File: config.mk
export PLATFORM = sky130hd
export DESIGN_NAME = apb_requester
export DESIGN_NICKNAME = d
export VERILOG_FILES = /design/src/rtl/apb_pkg.sv /design/src/rtl/apb_sel_decode.sv /design/src/rtl/apb_requester.sv
export SDC_FILE = /design/constraint.sdc
export NUM_CORES = 1
export LEC_CHECK = 0
export CORE_MARGIN = 2
export CORE_UTILIZATION = 30
export CTS_CLUSTER_SIZE = 12
export DETAILED_ROUTE_END_ITERATION = 6
export GPL_TIMING_DRIVEN = 1
export PLACE_DENSITY = 0.7
export SYNTH_ARGS = -nofsm -noshare
export SYNTH_HDL_FRONTEND = slang
export SYNTH_SLANG_ARGS = --single-unit
File: constraint.sdc
create_clock -name clk -period 2.1 [get_ports clk]
set_input_delay 0.21 -clock clk [delete_from_list [all_inputs] [get_ports clk]]
set_output_delay 0.21 -clock clk [all_outputs]
set_load 0.05 [all_outputs]
File: src/rtl/apb_pkg.sv
// Shared types and constants for the APB requester.
// Latency: n/a (declarations only).
// Backpressure: n/a.
package apb_pkg;

    // Transfer phases of the requester FSM.
    typedef enum logic [1:0] {
        IDLE   = 2'd0,
        SETUP  = 2'd1,
        ACCESS = 2'd2,
        RESP   = 2'd3
    } apb_req_state_t;

    // Wait counter width, wide enough for the largest timeout of 255.
    localparam int TO_CNT_W = 8;

endpackage

File: src/rtl/apb_sel_decode.sv
// Combinational address decode: subordinate index field to one-hot select, plus legality.
// Latency: 0 cycles (pure combinational).
// Backpressure: none; follows the address input.
// Ports: addr (full address in), sel (one-hot select out, all-zero when illegal),
//        legal (high when every address bit above the index field is zero).
module apb_sel_decode #(
    parameter int AddrWidth   = 16,
    parameter int NumSubs     = 4,
    parameter int SubAddrBits = 4
) (
    input  logic [AddrWidth-1:0] addr,
    output logic [NumSubs-1:0]   sel,
    output logic                 legal
);

    localparam int IdxW  = (NumSubs > 1) ? $clog2(NumSubs) : 1;
    localparam int HiLsb = SubAddrBits + IdxW;

    logic [IdxW-1:0] idx;

    assign idx   = addr[SubAddrBits +: IdxW];
    // Anything set above the index field points outside every window.
    assign legal = ((addr >> HiLsb) == '0);

    always_comb begin
        sel = '0;
        if (legal) begin
            sel[idx] = 1'b1;
        end
    end

endmodule

File: src/rtl/apb_requester.sv
// Single-outstanding APB requester: accepts a command, runs SETUP/ACCESS, holds a response.
// Latency: 3 cycles accept-to-rspValid minimum (SETUP, ACCESS, RESP); 1 cycle for illegal decode.
// Backpressure: cmdReady only in IDLE; response held in RESP until rspReady; ACCESS times out.
// Ports: cmd* (command handshake), rsp* (response handshake),
//        sel/enable/write/addr/wData (APB requester outputs, all registered),
//        ready/rData/subErr (APB subordinate returns).
module apb_requester
    import apb_pkg::*;
#(
    parameter int AddrWidth     = 16,
    parameter int DataWidth     = 16,
    parameter int NumSubs       = 4,
    parameter int SubAddrBits   = 4,
    parameter int TimeoutCycles = 16
) (
    input  logic                 clk,
    input  logic                 nReset,
    input  logic                 cmdValid,
    output logic                 cmdReady,
    input  logic                 cmdWrite,
    input  logic [AddrWidth-1:0] cmdAddr,
    input  logic [DataWidth-1:0] cmdWData,
    output logic                 rspValid,
    input  logic                 rspReady,
    output logic [DataWidth-1:0] rspRData,
    output logic                 rspErr,
    output logic [NumSubs-1:0]   sel,
    output logic                 enable,
    output logic                 write,
    output logic [AddrWidth-1:0] addr,
    output logic [DataWidth-1:0] wData,
    input  logic                 ready,
    input  logic [DataWidth-1:0] rData,
    input  logic                 subErr
);

    localparam logic [AddrWidth-1:0] OffMask = AddrWidth'((1 << SubAddrBits) - 1);
    localparam logic [TO_CNT_W-1:0]  ToLast  = TO_CNT_W'(TimeoutCycles - 1);

    apb_req_state_t        state_q;
    apb_req_state_t        state_d;
    logic [TO_CNT_W-1:0]   wait_cnt;
    logic [NumSubs-1:0]    dec_sel;
    logic                  dec_legal;
    logic                  timeout;

    apb_sel_decode #(
        .AddrWidth  (AddrWidth),
        .NumSubs    (NumSubs),
        .SubAddrBits(SubAddrBits)
    ) u_dec (
        .addr (cmdAddr),
        .sel  (dec_sel),
        .legal(dec_legal)
    );

    assign cmdReady = (state_q == IDLE);
    // Timeout only fires when the subordinate is still stalling; ready wins a tie.
    assign timeout  = !ready && (wait_cnt == ToLast);

    always_ff @(posedge clk or negedge nReset) begin
        if (!nReset) begin
            state_q <= IDLE;
        end else begin
            state_q <= state_d;
        end
    end

    always_comb begin
        state_d = state_q;
        unique case (state_q)
            IDLE:    if (cmdValid) state_d = dec_legal ? SETUP : RESP;
            SETUP:   state_d = ACCESS;
            ACCESS:  if (ready || timeout) state_d = RESP;
            RESP:    if (rspReady) state_d = IDLE;
            default: state_d = IDLE;
        endcase
    end

    // write/addr/wData double as the captured command; they are loaded only on
    // acceptance, so they naturally hold their last values outside a transfer.
    always_ff @(posedge clk or negedge nReset) begin
        if (!nReset) begin
            sel      <= '0;
            enable   <= 1'b0;
            write    <= 1'b0;
            addr     <= '0;
            wData    <= '0;
            rspValid <= 1'b0;
            rspRData <= '0;
            rspErr   <= 1'b0;
            wait_cnt <= '0;
        end else begin
            unique case (state_q)
                IDLE: begin
                    if (cmdValid) begin
                        write    <= cmdWrite;
                        addr     <= cmdAddr & OffMask;
                        wData    <= cmdWData;
                        wait_cnt <= '0;
                        if (dec_legal) begin
                            sel <= dec_sel;
                        end else begin
                            rspValid <= 1'b1;
                            rspErr   <= 1'b1;
                            rspRData <= '0;
                        end
                    end
                end
                SETUP: begin
                    enable <= 1'b1;
                end
                ACCESS: begin
                    if (ready || timeout) begin
                        sel      <= '0;
                        enable   <= 1'b0;
                        rspValid <= 1'b1;
                        rspErr   <= ready ? subErr : 1'b1;
                        rspRData <= (ready && !write) ? rData : '0;
                    end else begin
                        wait_cnt <= wait_cnt + 1'b1;
                    end
                end
                RESP: begin
                    if (rspReady) begin
                        rspValid <= 1'b0;
                    end
                end
                default: ;
            endcase
        end
    end

endmodule
# Word level (Yosys, flattened, before mapping)

Index checks and enable logic that the tools add are counted.

Output and inout port bits: 57
Bits of input ports: 55
Bits in registers: 54
Logic and storage cells: 70

Order comparisons: 2
Eq/ne operators: 10
Add/sub/neg operators: 1
Reduce and logical (&&, ||, !) cells: 18
Mux-type cells: 29

Operators by type and width:

| kind                  | number |
|---|---|
| $mux W16              | 4 |
| $pmux W16 S2          | 1 |
| $logic_not A16 Y1     | 1 |
| $mux W8               | 2 |
| $pmux W8 S2           | 1 |
| $mux W4               | 3 |
| $ne A2 B2 Y1 const B  | 5 |
| $add A8 B1 Y8 const B | 1 |
| $eq A8 B4 Y1 const B  | 1 |
| $mux W1               | 8 |
| $mux W2               | 4 |
| $pmux W2 S4           | 1 |
| $pmux W4 S2           | 1 |
| $reduce_and A4 Y1     | 2 |
| $reduce_and A3 Y1     | 2 |
| $reduce_and A5 Y1     | 1 |
| $eq A2 B2 Y1 const B  | 2 |
| $pmux W1 S2           | 2 |
| $reduce_and A2 Y1     | 2 |
| $reduce_bool A2 Y1    | 2 |
| $logic_and A1 B1 Y1   | 3 |
| $lt A2 B3 Y1 const B  | 1 |
| $pmux W1 S3           | 1 |
| $reduce_bool A3 Y1    | 1 |
| other kinds (7)       | 8 |

# Depth between registers and ports, before layout

Gate-level depths: netlist (run 1).

Depth after elaboration: 7
Depth in mapped cells: 8
Mapped depth without buffers: 6

# Hierarchy

From an unflattened synthesis (run 1), not the netlist that was laid out.

Cells, all modules: 200
Area total of the unflattened synthesis: 2521.2 um^2

Modules (own cells, without submodules):

| module         | cells an instance | sequential area each (um^2) | times used | area an instance (um^2) |
|---|---|---|---|---|
| apb_requester  | 188               | 1351.3                      | 1          | 2414.8 |
| apb_sel_decode | 12                | 0.0                         | 1          | 106.4 |

# Worst setup path after synthesis (run 1)

OpenSTA, ideal clock, no wires.

Path kind: reg2reg
Start point: register state_q[0]
End point: register rspRData[10]
Buffers on the path: 2
Library setup time: 0.124 ns
Setup slack: -0.114 ns
Required time: 1.976 ns
Stages on the path, launching flop included: 8
Period minus slack after synthesis: 2.214 ns
Arrival: 2.090 ns
Cells stage by stage: dfrtp_1 inv_1 ha_1 o21ai_1 a211o_1 buf_6 buf_8 mux2i_1

Word-level cells in the longest chain between the ends: 3
Elaborated cells on any way between the ends: 8
Those cells by class: eq/ne: 4; mux: 1; reduce/logical: 3

RTL lines:

| what                                                                | RTL line             | RTL |
|---|---|---|
| start: declaration                                                  | apb_requester.sv:40  | `apb_req_state_t state_q;` |
| start signal: assignment                                            | apb_requester.sv:65  | `state_q <= state_d;` |
| $logic_not A2 Y1 (*)                                                | -                    |  |
| net cmdReady                                                        | apb_requester.sv:19  | `output logic cmdReady,` |
| $ne A2 B2 Y1 (no line) / $reduce_bool A2 Y1 (equally long branches) | -                    |  |
| $reduce_and A4 Y1 (no line)                                         | -                    |  |
| end signal: assignment                                              | apb_requester.sv:119 | `rspRData <= (ready && !write) ? rData : '0;` |
| end: declaration                                                    | apb_requester.sv:25  | `output logic [DataWidth-1:0] rspRData,` |

Mark *: on every way through the listed nets, which the timed path passes. The rest lies on a longest branch.
A chain may end at the register's enable or synchronous reset.

# Worst setup path after layout (run 1)

Start point: register wait_cnt[0]
End point: register rspRData[15]

Word-level cells in the longest chain between the ends: 5

RTL lines:

| what                        | RTL line             | RTL |
|---|---|---|
| start: declaration          | apb_requester.sv:42  | `logic [TO_CNT_W-1:0] wait_cnt;` |
| start signal: assignment    | apb_requester.sv:121 | `wait_cnt <= wait_cnt + 1'b1;` |
| $eq A8 B4 Y1                | apb_requester.sv:59  | `assign timeout = !ready && (wait_cnt == ToLast);` |
| $logic_and A1 B1 Y1         | apb_requester.sv:59  |  |
| $logic_or A1 B1 Y1          | apb_requester.sv:114 | `if (ready \|\| timeout) begin` |
| $ne A2 B2 Y1 (no line)      | -                    |  |
| $reduce_and A4 Y1 (no line) | -                    |  |

No other way between the ends.

==> impl_metrics.ini, run 1 <==
[run_status]
status = complete, no violations

[global_routing]
grt-ovfl-total = 0
grt_util_all_layers = 0.1293
initial_antenna_violation_count = 0
grt_first_pass_wirelength_mm = 10.14
first_global_vias = 2130
grt_max_degree = 29

[power]
worst_ir_drop_vdd_v = 0.0007369
power.total_mw = 6.294
p_leak_nw = 1.739
power_density_mw_per_mm2 = 1631

[finish]
filler_cells_inserted = 821
drive_gt1_frac = 0.1527
final_instance_count_excl_fillers = 442
antenna_diode_instance_count = 0
layout_overhead_on_the_synthesized_area_pct = 45.95
numnets_final = 395

[min_path]
min_path_type = primary input to flop

[logic_synthesis]
synthXorXnorAreaFrac = 0
post_synth_and_or_nand_nor_area_fraction = 0.1051
synthAdderAreaFrac = 0.02840
post_synthesis_compound_gate_area_fraction = 0.06957
yosys-mux-area-fraction = 0.1992
synth_cell_type_count = 38
synth_warnings = 0
synth_top_family_by_area = multiplexers
synth.cell_area_sq_mm = 0.002644
avgSynthCellArea_sq_um = 11.60
synth_seq_area_share = 0.5111
postSynthCellCount = 228
synth-seq-cells = 54

[worst_setup_path]
critical_path.max_fanout = 17
worst-setup-path-type = flop to flop
cp_data_arrival_time_ns = 2.15
end_kind = flop
timing.critical_path.from_type = flop
critical_path_required_ns = 2.32

[timing]
worst_slew_margin_rel = 0.5759
finalHoldViolCount = 0
fmax_mhz = 519.2
finClkSkew_ns = 0.004676
timing.final.max_slew_violations = 0
period_utilization_post_route = 0.9171
worstMarginPinSlew_ns = 0.6361
setup_slack_ns = 0.1741
rsz0062_at_grt = false
final.setup.tns_ns = 0
report.final.setup_viol = 0
finalCriticalPeriod_ns = 1.926

[floorplan]
fp.dieW_microns = 97.88
initial_core_util = 0.3061
ioPinCount = 112
design.core.area_sq_mm = 0.008636
die-area_sq_mm = 0.009580
core.rowCount = 34
y_dimension_of_the_die_microns = 97.88

[clocking]
htreeDepth = 2
clock_tree.root_cell = sky130_fd_sc_hd__clkbuf_8
clock_insertion_delay_worst_skew_ns = 0.30
clockBufferDepth = 2
number_of_clock_sinks_seen_by_cts = 54
clk_pin_slew_worst_paths_ns = 0.10
cts-buffers-inserted = 5
tritoncts = built
post_cts.repair.setup_buffers = 0

[detailed_routing]
drt_pass1_iterations = 4
vias_per_cell = 4.552
via_count = 2012
initialDrtViolationCount = 65
drc = 0
drtAntennaViolNets = 0
wl_per_cell_microns = 13.79
wirelength_mm = 6.094

[placed_design]
place.gp.congestion = 0.7549
port-buffer-count = 99
dpl.hpwl_mm = 4.454
placement.setup.worst_slack_ns = 0.02020
numPlacedInstances = 434

[run]
drv.max_cap_violation_count = 0
[worst max-delay path: stages (launching register included)]
cell and delay [ns]:
sky130_fd_sc_hd__dfrtp_1 0.43, sky130_fd_sc_hd__ha_1 0.25, sky130_fd_sc_hd__and4b_4 0.23, sky130_fd_sc_hd__a21oi_4 0.30
sky130_fd_sc_hd__a211o_1 0.23, sky130_fd_sc_hd__buf_12 0.18, sky130_fd_sc_hd__mux2i_1 0.21
[power breakdown]
| group | switching, mW | total, mW | leakage [nW] | internal [mW] |
|---|---|---|---|---|
| Combinational | 2.46 | 3.99 | 1.02 | 1.54 |
| Sequential | 0.252 | 1.74 | 0.684 | 1.49 |
| Clock | 0.330 | 0.562 | 0.0383 | 0.231 |
[cell type report]
| type | count | area, sq um | share of cell area |
|---|---|---|---|
| inverter | 23 | 86.33 | 0.02237 |
| multi-input combinational | 142 | 1131 | 0.2931 |
| sequential | 54 | 1351 | 0.3502 |
| clock buffer | 7 | 76.32 | 0.01978 |
| tap | 108 | 135.1 | 0.03502 |
| timing repair buffer | 108 | 1079 | 0.2795 |
[Yosys cell counts, drive strengths merged]
cell type   n  area share
nand2      21       0.030
a211oi      1      0.0028
a221oi      1      0.0057
nor3b       4       0.011
o2bb2ai     1      0.0033
and3        3      0.0071
nor4        2      0.0047
and4b       2      0.0090
o21ai       5      0.0095
nand2b      1      0.0024
a221o       1      0.0038
dfrtp      54        0.51
clkbuf      6      0.0085
a21oi       4       0.012
nor2b       2      0.0047
inv        23       0.033
a22o        4       0.013
mux2i      20       0.076
a31oi       1      0.0024
nand4       2      0.0047
a2111oi     1      0.0033
ha          6       0.028
buf        14       0.044
o211a       1      0.0038
conb        1      0.0014
and3b       2      0.0066
nand3       3      0.0057
nor3        2      0.0057
nor2        7      0.0099
and4        1      0.0033
a211o       3      0.0099
mux2       29        0.12
[what timing repair did]
item | CTS | global route
endpoints found under the hold margin | 26 | 0
hold buffers | 1 | 0
resized for setup | 0 | 4
endpoints found under the setup margin | 0 | 9
[worst paths after layout]
kind	end	startpoint	slack [ns]	depth (start not counted)
min in group asynchronous	wData[9]	nReset	0.46	2
min reg2reg	wData[12]	wData[12]	0.51	1
max in group asynchronous	rspRData[0]	nReset	1.07	3
max	rspRData[15]	wait_cnt[0]	0.17	6
min	rspRData[7]	rData[7]	0.44	3
max reg2reg	rspRData[15]	wait_cnt[0]	0.17	6
[kinds of logic (layout without fill, tap and decap cells)]
| family | Yosys count | in the layout |
|---|---|---|
| multiplexers | 49 | 49 |
| adder cells (fa/ha/maj) | 6 | 6 |
| AND/OR/NAND/NOR | 52 | 52 |
| AO/OA/AOI/OAI | 23 | 23 |
| other | 1 | 12 |
| flip-flops | 54 | 54 |
| buffers and inverters | 43 | 138 |
[state kept, by name, summed over array words and instances, names as in the netlist]
signal    count
addr          4
enable        1
rspErr        1
rspRData     16
rspValid      1
sel           4
state_q       2
wData        16
wait_cnt      8
write         1
[placed cells by master (no fill, tap or decap), drive strengths merged, types with 7 or more instances in the layout]
cell	synthesis	final
mux2i	20	20
nand2	21	21
dfrtp	54	54
clkbuf	6	7
nor2	7	7
mux2	29	29
inv	23	23
conb	1	12
clkdlybuf4s50	0	97
buf	14	10
[stage by stage]
step	area [sq um]	hold WS, ns	util
after detailed placement	3752	0.2770	0.4345
after floorplan	2688	-0.08559	-
after global routing	3859	0.4456	0.4468
after CTS	3839	0.4348	0.4445
after global placement	3752	0.2688	0.4345
final	3859	0.4448	0.4468
[layer usage]
layer / up-vias / track usage / wire length [microns]
li1: 967 / - / -
met1: 976 / 0.1540 / 2564
met2: 64 / 0.2287 / 3088
met3: 5 / 0.04295 / 401
met4: 0 / 0.02564 / 40
met5: - / 0 / 0
Power figures use the tool's default switching activity.
==> run 2, diff against run 1 <==
GPL_ROUTABILITY_DRIVEN = 0   (was not set)
GPL_TIMING_DRIVEN = 0   (was 1)
==> run 2 against run 1 <==
  * Worst setup slack got worse by 0.12 ns
  * Fmax is 5.7% lower
  * Via count up 3.1%
==> impl_metrics.ini, run 2 (synthesized netlist as in run 1, its figures left out) <==
[detailed_routing]
vias_per_cell = 4.519
drc = 0
wl_per_cell_microns = 13.54
wirelength_mm = 6.213
drt_pass1_iterations = 4
via_count = 2074
drtAntennaViolNets = 0
initialDrtViolationCount = 44

[timing]
finClkSkew_ns = 0.004811
finalCriticalPeriod_ns = 2.043
worst_slew_margin_rel = 0.6322
timing.final.max_slew_violations = 0
worstMarginPinSlew_ns = 0.5500
period_utilization_post_route = 0.9727
report.final.setup_viol = 0
finalHoldViolCount = 0
fmax_mhz = 489.6
hold_ws_ns = 0.3706

[power]
net_switching_power_figure_mw = 3.061
power.internal_mw = 3.387
sequentialPowerShare = 0.270
power_density_mw_per_mm2 = 1609
p_leak_nw = 1.828
power_frac_comb = 0.624
p_clk_frac = 0.107
proportion_of_total_power_due_to_net_switching = 0.4747
worst_ir_drop_vdd_v = 0.0008199

[placed_design]
port-buffer-count = 99
numPlacedInstances = 447
post_dp_cell_area_sq_mm = 0.003829
dpl.hpwl_mm = 4.709

[worst_setup_path]
standard_cell_with_the_maximum_stage_delay_on_the_critical_path = sky130_fd_sc_hd__a2111oi_1
cp_cell_sequence = ha_1 > and4b_4 > a21oi_4 > a2111oi_1 > mux2_2
timing.critical_path.from_type = flop
critical_path.max_fanout = 5
end_kind = flop
cp_data_arrival_time_ns = 2.24
critical_path_depth = 5
worstPathBufferInverterCount = 0
critPathMaxStageDelay_ns = 0.48
worst-setup-path-type = flop to flop
r2r.worst_path.cells = 5
critical_path_required_ns = 2.30
cp_top_family = compound AO/OA/AOI/OAI gates

[finish]
post-route-util = 0.4641
fin_area_sq_mm = 0.004008
most_used_cells_in_the_layout_excluding_fill_and_tap_cells = sky130_fd_sc_hd__clkdlybuf4s50_1, sky130_fd_sc_hd__dfrtp_1, sky130_fd_sc_hd__mux2_2
antenna_diode_instance_count = 0
numnets_final = 411
most_common_cell_after_layout_fill_and_taps_aside = sky130_fd_sc_hd__clkdlybuf4s50_1
final_instance_count_excl_fillers = 459
filler_cells_inserted = 816
layout_overhead_on_the_synthesized_area_pct = 51.59
drive_gt1_frac = 0.1880
layout_top_registers = rspRData: 16 flops, wData: 16 flops, wait_cnt: 8 flops

[min_path]
min_path_type = primary input to async pin

[run]
drv.max_cap_violation_count = 0

[floorplan]
core.rowCount = 34
initial_core_util = 0.3061
die-area_sq_mm = 0.009580
design.core.area_sq_mm = 0.008636
ioPinCount = 112
fp.dieW_microns = 97.88
y_dimension_of_the_die_microns = 97.88

[global_routing]
first_global_vias = 2163
grt-ovfl-total = 0
grt_first_pass_wirelength_mm = 10.37
initial_antenna_violation_count = 0
grt_max_degree = 39
grt_util_all_layers = 0.1316

[clocking]
clock_insertion_delay_worst_skew_ns = 0.30
number_of_clock_sinks_seen_by_cts = 54
cts-buffers-inserted = 5
htreeDepth = 2
clk_pin_slew_worst_paths_ns = 0.09
clockBufferDepth = 2
clock_tree.root_cell = sky130_fd_sc_hd__clkbuf_8
tritoncts = built

[run_status]
status = complete, no violations
-- run 2: area by class of cell --
cell class              count  area, sq um  area share
plain buffers              19        138.9     0.03465
multi-input cells         143         1152      0.2875
well taps                 108        135.1     0.03372
repair buffers            104         1037      0.2588
flip-flops and latches     54         1351      0.3372
clock buffers               7        76.32     0.01904
clock inverters             1        30.03    0.007493
inverters                  23        86.33     0.02154
-- run 2: final timing paths --
path	from	end	slack, ns
setup reg to reg	wait_cnt[1]	rspValid	0.06
setup / recovery	wait_cnt[1]	rspValid	0.06
min in group clk	rData[5]	rspRData[5]	0.45
max in group asynchronous	nReset	rspRData[13]	1.18
hold / removal	nReset	rspValid	0.37
hold reg to reg	wData[4]	wData[4]	0.51
-- run 2: power by group through the flow --
stage / Combinational [mW] / Sequential, mW / Clock [mW]
2_1_floorplan: 1.29 / 3.15 / 0
3_3_place_gp: 3.92 / 1.74 / 0
3_5_place_dp: 3.96 / 1.77 / 0
4_1_cts: 3.98 / 1.75 / 0.713
5_1_grt: 4.26 / 1.81 / 0.754
6_report: 4.02 / 1.74 / 0.687
-- run 2: what timing repair did --
item | CTS | global route
hold buffers | 1 | 0
gates cloned | 0 | 1
endpoints found under the setup margin | 24 | 23
hold endpoints to repair | 16 | 0
pin swaps | 0 | 2
resized for setup | 5 | 7
setup buffers | 0 | 3
-- run 2: per-layer routing --
metal  wire length [microns]  vias to the layer above  GRT usage
li1                        -                     1006          -
met1                    2578                     1003     0.1572
met2                    3159                       59     0.2323
met3                     427                        6    0.04581
met4                      47                        0    0.02244
met5                       0                        -          0
-- run 2: worst register-to-register path: stages (launching register included) --
cell and delay, ns:
sky130_fd_sc_hd__dfrtp_1 0.41, sky130_fd_sc_hd__ha_1 0.26, sky130_fd_sc_hd__and4b_4 0.31, sky130_fd_sc_hd__a21oi_4 0.09, sky130_fd_sc_hd__a2111oi_1 0.48, sky130_fd_sc_hd__mux2_2 0.39
-- run 2: stage by stage --
step	setup slack, ns	total power, mW	TNS, ns
floorplan	0.1073	4.448	0
global placement	-0.9739	5.664	-55.25
detailed placement	-0.2448	5.722	-3.106
CTS	-0.07432	6.444	-0.5671
global route	-0.005596	6.823	-0.005596
finish	0.05735	6.448	0
